File: src/rtl/mem_cmd_responder_pkg.sv
// ============================================================================
//  Module      : mem_cmd_responder_pkg
//  Description : Shared opcodes, bus IDs, command-word field offsets and the
//                responder state encoding for the memory command responder.
//  Revision    : 1.0 - initial release
// ============================================================================
`default_nettype none

package mem_cmd_responder_pkg;

    localparam logic [1:0] OP_NOP   = 2'b00;
    localparam logic [1:0] OP_READ  = 2'b01;
    localparam logic [1:0] OP_WRITE = 2'b10;
    localparam logic [1:0] OP_HASH  = 2'b11;

    localparam logic [1:0] MEM_ID = 2'b00;
    localparam logic [1:0] AES_ID = 2'b01;
    localparam logic [1:0] SHA_ID = 2'b10;

    // Command word: {addr, rsvd[1:0], dest_id[1:0], src_id[1:0], opcode[1:0]}
    localparam int CMD_OPCODE_LSB = 0;
    localparam int CMD_SRC_LSB    = 2;
    localparam int CMD_DEST_LSB   = 4;
    localparam int CMD_RSVD_LSB   = 6;
    localparam int CMD_ADDR_LSB   = 8;

    typedef enum logic [2:0] {
        S_IDLE   = 3'd0,
        S_MEM_RD = 3'd1,
        S_TX     = 3'd2,
        S_RX     = 3'd3,
        S_MEM_WR = 3'd4,
        S_ACK    = 3'd5
    } resp_state_t;

endpackage

`default_nettype wire

File: src/rtl/mem_cmd_responder_beat_counter.sv
// ============================================================================
//  Module      : beat_counter
//  Description : Byte index within a block transfer, with clear, increment
//                and a last-byte flag.
//  Revision    : 1.0 - initial release
// ============================================================================
`default_nettype none

module beat_counter #(
    parameter int BLOCK_BYTES = 32,
    parameter int CNTW        = $clog2(BLOCK_BYTES)
) (
    input  logic            clk,
    input  logic            rst,
    input  logic            clr,
    input  logic            inc,
    output logic [CNTW-1:0] cnt,
    output logic            last
);
    import mem_cmd_responder_pkg::*;

    localparam logic [CNTW-1:0] C_LAST = CNTW'(BLOCK_BYTES - 1);

    logic [CNTW-1:0] r_cnt;

    always_ff @(posedge clk or posedge rst) begin
        if (rst) begin
            r_cnt <= '0;
        end else if (clr) begin
            r_cnt <= '0;
        end else if (inc) begin
            r_cnt <= r_cnt + 1'b1;
        end
    end

    assign cnt  = r_cnt;
    assign last = (r_cnt == C_LAST);

endmodule

`default_nettype wire

File: src/rtl/mem_cmd_responder.sv
// ============================================================================
//  Module      : mem_cmd_responder
//  Description : Decodes accelerator bus commands and moves one block between
//                the byte-wide memory port and the accelerator byte streams,
//                then returns a one-cycle completion ACK.
//                Option macro: MEM_CMD_RSVD_CHECK_EN discards READ/WRITE words
//                with non-zero reserved bits or equal source/destination IDs.
//  Revision    : 1.0 - initial release
// ============================================================================
`default_nettype none

module mem_cmd_responder #(
    parameter int         ADDRW       = 24,
    parameter int         BLOCK_BYTES = 32,
    parameter logic [1:0] MEM_ID      = mem_cmd_responder_pkg::MEM_ID
) (
    input  logic             clk,
    input  logic             rst,
    input  logic             cmd_valid,
    input  logic [ADDRW+7:0] cmd_data,
    output logic             cmd_ready,
    output logic             mem_req,
    output logic             mem_we,
    output logic [ADDRW-1:0] mem_addr,
    output logic [7:0]       mem_wdata,
    input  logic [7:0]       mem_rdata,
    input  logic             mem_ack,
    output logic             tx_valid,
    output logic [7:0]       tx_data,
    input  logic             tx_ready,
    input  logic             rx_valid,
    input  logic [7:0]       rx_data,
    output logic             rx_ready,
    output logic [2:0]       ack_out
);
    import mem_cmd_responder_pkg::*;

    localparam int CNTW = $clog2(BLOCK_BYTES);

`ifdef MEM_CMD_RSVD_CHECK_EN
    localparam logic C_RSVD_CHECK = 1'b1;
`else
    localparam logic C_RSVD_CHECK = 1'b0;
`endif

    resp_state_t      r_state;
    resp_state_t      w_state_nxt;
    logic [ADDRW-1:0] r_addr;
    logic [7:0]       r_byte;

    logic [CNTW-1:0]  w_cnt;
    logic             w_last;
    logic             w_cnt_clr;
    logic             w_cnt_inc;

    logic [1:0]       w_opcode;
    logic [1:0]       w_src;
    logic [1:0]       w_dest;
    logic [1:0]       w_rsvd;
    logic [ADDRW-1:0] w_cmd_addr;
    logic             w_fmt_ok;
    logic             w_svc_rd;
    logic             w_svc_wr;
    logic             w_accept_svc;

    assign w_opcode   = cmd_data[CMD_OPCODE_LSB +: 2];
    assign w_src      = cmd_data[CMD_SRC_LSB    +: 2];
    assign w_dest     = cmd_data[CMD_DEST_LSB   +: 2];
    assign w_rsvd     = cmd_data[CMD_RSVD_LSB   +: 2];
    assign w_cmd_addr = cmd_data[CMD_ADDR_LSB   +: ADDRW];

    assign w_fmt_ok = !C_RSVD_CHECK || ((w_rsvd == 2'b00) && (w_dest != w_src));

    // Only a READ sourced from us or a WRITE destined to us is serviced.
    always_comb begin
        w_svc_rd = 1'b0;
        w_svc_wr = 1'b0;
        case (w_opcode)
            OP_READ:         w_svc_rd = (w_src  == MEM_ID) && w_fmt_ok;
            OP_WRITE:        w_svc_wr = (w_dest == MEM_ID) && w_fmt_ok;
            OP_NOP, OP_HASH: ;
        endcase
    end

    assign w_accept_svc = (r_state == S_IDLE) && cmd_valid && (w_svc_rd || w_svc_wr);

    beat_counter #(
        .BLOCK_BYTES (BLOCK_BYTES)
    ) u_beat_counter (
        .clk  (clk),
        .rst  (rst),
        .clr  (w_cnt_clr),
        .inc  (w_cnt_inc),
        .cnt  (w_cnt),
        .last (w_last)
    );

    always_ff @(posedge clk or posedge rst) begin
        if (rst) begin
            r_state <= S_IDLE;
            r_addr  <= '0;
            r_byte  <= '0;
        end else begin
            r_state <= w_state_nxt;
            if (w_accept_svc) begin
                r_addr <= w_cmd_addr;
            end
            if ((r_state == S_MEM_RD) && mem_ack) begin
                r_byte <= mem_rdata;
            end
            if ((r_state == S_RX) && rx_valid) begin
                r_byte <= rx_data;
            end
        end
    end

    always_comb begin
        w_state_nxt = r_state;
        w_cnt_clr   = 1'b0;
        w_cnt_inc   = 1'b0;
        cmd_ready   = 1'b0;
        mem_req     = 1'b0;
        mem_we      = 1'b0;
        mem_addr    = '0;
        mem_wdata   = '0;
        tx_valid    = 1'b0;
        tx_data     = '0;
        rx_ready    = 1'b0;
        ack_out     = 3'b000;
        case (r_state)
            S_IDLE: begin
                cmd_ready = 1'b1;
                w_cnt_clr = w_accept_svc;
                if (cmd_valid && w_svc_rd) begin
                    w_state_nxt = S_MEM_RD;
                end else if (cmd_valid && w_svc_wr) begin
                    w_state_nxt = S_RX;
                end
            end
            S_MEM_RD: begin
                mem_req  = 1'b1;
                mem_addr = r_addr + ADDRW'(w_cnt);
                if (mem_ack) begin
                    w_state_nxt = S_TX;
                end
            end
            S_TX: begin
                tx_valid = 1'b1;
                tx_data  = r_byte;
                if (tx_ready) begin
                    w_cnt_inc   = !w_last;
                    w_state_nxt = w_last ? S_ACK : S_MEM_RD;
                end
            end
            S_RX: begin
                rx_ready = 1'b1;
                if (rx_valid) begin
                    w_state_nxt = S_MEM_WR;
                end
            end
            S_MEM_WR: begin
                mem_req   = 1'b1;
                mem_we    = 1'b1;
                mem_addr  = r_addr + ADDRW'(w_cnt);
                mem_wdata = r_byte;
                if (mem_ack) begin
                    w_cnt_inc   = !w_last;
                    w_state_nxt = w_last ? S_ACK : S_RX;
                end
            end
            S_ACK: begin
                ack_out     = {1'b1, MEM_ID};
                w_state_nxt = S_IDLE;
            end
            default: begin
                w_state_nxt = S_IDLE;
            end
        endcase
    end

endmodule

`default_nettype wire

File: config.mk
export PLATFORM = sky130hd
export DESIGN_NAME = mem_cmd_responder
export DESIGN_NICKNAME = d
export VERILOG_FILES = /design/src/rtl/mem_cmd_responder_pkg.sv /design/src/rtl/mem_cmd_responder_beat_counter.sv /design/src/rtl/mem_cmd_responder.sv
export SDC_FILE = /design/constraint.sdc
export NUM_CORES = 1
export LEC_CHECK = 0
export CAP_MARGIN = 20
export CORE_MARGIN = 4
export CORE_UTILIZATION = 35
export DETAILED_ROUTE_END_ITERATION = 7
export PLACE_DENSITY = 0.68
export SLEW_MARGIN = 15
export SYNTH_ARGS = -nofsm -noshare
export SYNTH_HDL_FRONTEND = slang
export SYNTH_SLANG_ARGS = --single-unit
File: constraint.sdc
create_clock -name clk -period 2.4 [get_ports clk]
set_input_delay 0.72 -clock clk [delete_from_list [all_inputs] [get_ports clk]]
set_output_delay 0.72 -clock clk [all_outputs]
set_load 0.03 [all_outputs]
# ---- Word-level counts from Yosys, hierarchy flattened
# Cells that the tools add are included.
dict set report word_totals {
  register_bits 40
  latchBits 0
  ram_bits 0
  romBits 0
  input_bits 54
  word_cells 62
  memories 0
}
dict set report op_classes {
  n_addsub 2
  multipliers 0
  div 0
  order_cmp 0
  eq_ne 13
  shifts 0
  mux 28
  bitwise 0
  reduce_logical 15
}
# cell count
set op_table {}
lappend op_table {{$mux W8} 4}
lappend op_table {{$mux W3} 9}
lappend op_table {{$add A24 B5 Y24} 1}
lappend op_table {{$mux W24} 1}
lappend op_table {{$pmux W3 S5} 1}
lappend op_table {{$mux W1} 10}
lappend op_table {{$mux W5} 2}
lappend op_table {{$ne A2 B2 Y1 const B} 4}
lappend op_table {{$eq A3 B2 Y1 const B} 2}
lappend op_table {{$eq A3 B3 Y1 const B} 2}
lappend op_table {{$logic_and A1 B1 Y1} 6}
lappend op_table {{$add A5 B1 Y5 const B} 1}
lappend op_table {{$eq A5 B5 Y1 const B} 1}
lappend op_table {{$reduce_and A5 Y1} 1}
lappend op_table {{$logic_not A2 Y1} 2}
lappend op_table {{$reduce_bool A2 Y1} 2}
lappend op_table {{$eq A3 B1 Y1 const B} 1}
lappend op_table {{$logic_not A3 Y1} 1}
lappend op_table {{$ne A3 B1 Y1 const B} 1}
lappend op_table {{$eq A2 B1 Y1 const B} 1}
lappend op_table {{$eq A2 B2 Y1 const B} 1}
lappend op_table {{$pmux W1 S2} 1}
lappend op_table {{$reduce_or A2 Y1} 1}
lappend op_table {{$logic_not A1 Y1} 1}
lappend op_table {{$logic_or A1 B1 Y1} 1}

# ---- Depth between registers and ports, before layout
dict set report logic_depth {
  depth_word 6
  mapped_depth 8
}

# ---- By module
# From an unflattened synthesis, not the netlist that was laid out.
dict set report hier_totals {
  cells_unflattened 274
  hier_area_um2 2651.3
}
# mod instances cells_per_inst area_each_um2
set by_module_without_submodules {}
lappend by_module_without_submodules {mem_cmd_responder 1 251 2369.8}
lappend by_module_without_submodules {beat_counter 1 23 281.5}

# ---- Worst setup path after synthesis
# No wires, ideal clock.
dict set report synth_path {
  kind {register to output}
  startpoint {reg u_beat_counter.r_cnt[0] (netlist: u_beat_counter.cnt[0])}
  endpoint {out mem_addr[18]}
  arrival_time_ns 2.116
  required_time_ns 1.680
  path_slack_ns -0.436
  stages_incl_launch_ff 9
  path_cell_list {dfrtp_1 ha_1 inv_1 fa_1 nor2b_1 o31a_1 o2111ai_1 xor2_1 nor2_1}
}
dict set report synth_between {
  elab_chain_len 2
}
# element line
set synth_lines {}
lappend synth_lines {{from (decl)} mem_cmd_responder_beat_counter.sv:24} ;# logic [CNTW-1:0] r_cnt;
lappend synth_lines {{from (signal assigned)} mem_cmd_responder_beat_counter.sv:32} ;# r_cnt <= r_cnt + 1'b1;
lappend synth_lines {{$add A24 B5 Y24} {mem_cmd_responder.sv:142, mem_cmd_responder.sv:164}}
lappend synth_lines {{$mux W24} --}
lappend synth_lines {{to (decl)} mem_cmd_responder.sv:24} ;# output logic [ADDRW-1:0] mem_addr,
# No other way between the ends.

# ---- Worst setup path after layout
dict set report layout_path {
  startpoint {reg r_addr[0]}
  endpoint {out mem_addr[22]}
}
dict set report layout_between {
  elab_chain_len 2
}
# element line
set layout_lines {}
lappend layout_lines {{from (decl)} mem_cmd_responder.sv:48} ;# logic [ADDRW-1:0] r_addr;
lappend layout_lines {{from (signal assigned)} mem_cmd_responder.sv:106} ;# r_addr <= w_cmd_addr;
lappend layout_lines {{$add A24 B5 Y24} {mem_cmd_responder.sv:142, mem_cmd_responder.sv:164}}
lappend layout_lines {{$mux W24} --}
# No other way between the ends.

==> results.py <==
metrics = {
    "run_status": {
        "run_status": "finished, violations left",
        "violations": "setup timing",
    },
    "worst_setup_path": {
        "critical_path.top_delay_family": "compound AO/OA/AOI/OAI gates",
        "reg2reg_setup_slack_ns": 0.39,
        "critPathMaxStageDelay_ns": 0.37,
        "cp_slowest_cell": "dfrtp_1",
        "worstPathCellList": "ha_2, inv_2, fa_2, nor2b_4, o31a_1, buf_4, o21ai_4, o21a_1, o21a_4, buf_6",
        "worst-setup-path-type": "flop to primary output",
        "crit_fanout": 3,
        "cp_num_buf_inv": 3,
        "start_kind": "flop",
        "required_ns": 1.68,
        "critical_path_arrival_ns": 2.31,
        "end_kind": "primary output",
    },
    "floorplanning": {
        "die_w_um": 96.5,
        "start_util": 0.357,
        "io_pins": 102,
        "row_count": 32,
        "dieHeight_um": 96.5,
        "die_area_sq_um": 9310,
        "design.core.area_sq_um": 7690,
    },
    "yosys": {
        "synth_seq_area_share": 0.365,
        "synth_ff_type": "dfrtp_1",
        "netlist_instances": 280,
        "ys_ff_latch": 40,
        "synth_area_leaders": "dfrtp_1 (37%), mux2_2 (7.8%), nor2_1 (4.2%), xnor2_1 (3.8%), mux2i_1 (3.7%)",
        "ys_warn_count": 0,
        "avgSynthCellArea_sq_um": 9.79,
        "synthArstFlopShare": 1.00,
        "ys_types": 50,
        "synth_edf_count": 0,
        "yosysTopAreaCell": "dfrtp_1",
        "synth_top_cell_area_share": 0.365,
        "synth_area_sq_um": 2740,
    },
    "global_route": {
        "grt_util_all_layers": 0.166,
        "first_global_vias": 2599,
        "antenna_found_initial": 0,
        "grt_overflow": 0,
        "grt_first_pass_wirelength_um": 12100,
        "grt_max_degree": 33,
    },
    "clock_network": {
        "clock-sinks": 40,
        "clk_pin_slew_worst_paths_ns": 0.08,
        "numCtsBuffers": 5,
        "cts_tree": "built",
        "cts_root_buf": "clkbuf_8",
        "hold_buffers": 0,
        "clk_latency_ns": 0.29,
        "clockBufferDepth": 2,
        "cts_max_level": 2,
    },
    "timing": {
        "min_period_ns": 3.03,
        "fin_crit_sh": 1.26,
        "drv_slew": 0,
        "fin_skew_ns": 0.00410,
        "hold_viol": 0,
        "rsz0062_at_grt": "yes",
        "fmax_mhz": 330,
        "fin_ws_ns": -0.630,
        "setup_viol": 22,
        "fin_tns_setup_ns": -8.96,
    },
    "pwr": {
        "p_sw_w": 0.00255,
        "p_leak_nw": 2.13,
        "switching_share": 0.426,
        "internal_power_w": 0.00343,
        "power_frac_comb": 0.682,
        "peakVddDrop_uv": 592,
        "p_clk_frac": 0.100,
        "pwr-share-seq": 0.218,
        "powerDensity_nw_per_um2": 1240,
    },
    "hold_path": {
        "hp-class": "flop to flop",
    },
    "route": {
        "initialDrtViolationCount": 100,
        "dr.pass1.iters": 4,
        "drc": 0,
        "ant_nets": 0,
        "drt_wl_total_um": 7760,
        "avgRoutedWirePerCell_um": 14.4,
        "viasPerCell": 4.78,
        "dr_total_vias": 2573,
    },
    "placed_design": {
        "port_buffers": 97,
        "gp_congestion": 0.840,
        "place_hpwl_um": 5690,
        "placed_area_sq_um": 4120,
    },
    "layout": {
        "fin_area_sq_um": 4840,
        "layout-drive-gt1-share": 0.477,
        "final_cell_mix": "buf_4 (67), clkdlybuf4s50_1 (51), dfrtp_1 (40), buf_6 (32), mux2_2 (19)",
        "final_common_cell": "buf_4",
        "area_growth_pct": 76.5,
        "finalNetCount": 497,
        "n_antenna_cell": 0,
    },
    "job": {
        "max-cap-violations": 0,
    },
}
sequential cells by signal, summed over array words and instances (netlist names):
name	count
r_addr	24
r_byte	8
r_state	3
u_beat_counter.cnt	5
cell type report:
cell class,instances,area (sq um)
Fill cell,612,2850
Sequential cell,40,1000
Clock inverter,1,30.0
Clock buffer,7,96.3
Tap cell,102,128
Timing Repair Buffer,161,1550
Multi-Input combinational cell,219,2000
Inverter,8,30.0
worst paths after layout:
kind                                                    from                           endpoint  cells after the start
max                                    r_addr[0]$_DFFE_PP0N_                       mem_addr[22]                     10
max reg2reg                u_beat_counter.cnt[0]$_DFFE_PP0P_  u_beat_counter.cnt[3]$_DFFE_PP0P_                      8
max in group asynchronous                                rst              r_addr[6]$_DFFE_PP0N_                      3
min reg2reg                           r_addr[19]$_DFFE_PP0N_             r_addr[19]$_DFFE_PP0N_                      1
min                                   r_addr[19]$_DFFE_PP0N_             r_addr[19]$_DFFE_PP0N_                      1
min in group asynchronous                                rst              r_byte[7]$_DFFE_PP0P_                      2
cell usage after synthesis, types with 2 or more instances:
cell and number:
xor2_1 10, o21a_1 4, o211ai_1 2, inv_1 8
mux2_2 19, nand3_1 4, nor4b_1 2, and2_1 14
a21oi_1 13, o21ai_0 6, a211oi_2 2, and3_1 9
o2111ai_1 2, a211oi_1 7, and4_1 2, dfrtp_1 40
nand3b_1 2, nand4_1 2, nor2b_1 5, buf_2 3
nor2_1 31, nand2_1 17, mux2i_1 10, o22ai_1 3
xnor2_1 12, clkbuf_1 6, ha_1 7, nand2b_1 4
buf_6 2, nor3_1 4, buf_4 3, nor3b_1 2
a21o_1 2, mux2_4 5
cell families (layout without fill, tap and decap cells):
group	Yosys count	count (layout)	synth area share
XOR/XNOR	22	22	0.0703
AO/OA/AOI/OAI	47	47	0.115
other	1	2	0.00137
buffers and inverters	22	177	0.0411
multiplexers	34	34	0.142
AND/OR/NAND/NOR	106	106	0.225
adder cells (fa/ha/maj)	8	8	0.0393
flip-flops	40	40	0.365
what timing repair did:
| action | in CTS | in global routing |
|---|---|---|
| pin swaps | 23 | 17 |
| cloned | 1 | 1 |
| hold endpoints to repair | 0 | 0 |
| endpoints found under the setup margin | 33 | 33 |
| buffers inserted | 6 | 14 |
| gates resized for setup | 48 | 48 |
worst register-to-register path, cell delays in order, from the launching register on:
cell      delay [ns]
dfrtp_1         0.39
buf_4           0.15
ha_1            0.20
and3_1          0.18
ha_1            0.23
a211oi_2        0.31
nand4_1         0.16
xnor2_1         0.14
and2_1          0.15
metal layers:
metal	part of all wire	wire length (um)	track usage	vias to the layer above
li1	-	-	-	1286
met1	0.43	3300	0.203	1217
met2	0.50	3910	0.294	64
met3	0.063	488	0.0426	6
met4	0.0076	59	0.0362	0
met5	0	0	0	-
stage by stage:
| step | util | worst slack (ns) | hold WS, ns | total power [W] | instances |
|---|---|---|---|---|---|
| 2_1_floorplan | - | -0.252 | 0.488 | 0.00331 | 281 |
| 3_3_place_gp | 0.536 | -0.360 | 0.507 | 0.00449 | 509 |
| 3_5_place_dp | 0.536 | -0.400 | 0.513 | 0.00453 | 509 |
| 4_1_cts | 0.586 | -0.649 | 0.539 | 0.00545 | 524 |
| 5_1_grt | 0.629 | -0.720 | 0.589 | 0.00637 | 538 |
| 6_report | 0.629 | -0.630 | 0.557 | 0.00598 | 538 |
power by group through the flow:
stage               registers, W  clock network (W)  logic (W)
floorplan                0.00125                  0    0.00205
CTS                      0.00128           0.000617    0.00354
global route             0.00134           0.000653    0.00437
global placement         0.00127                  0    0.00322
detailed placement       0.00128                  0    0.00325
finish                   0.00130           0.000600    0.00408
No activity file was read; power rests on OpenSTA's default activity.
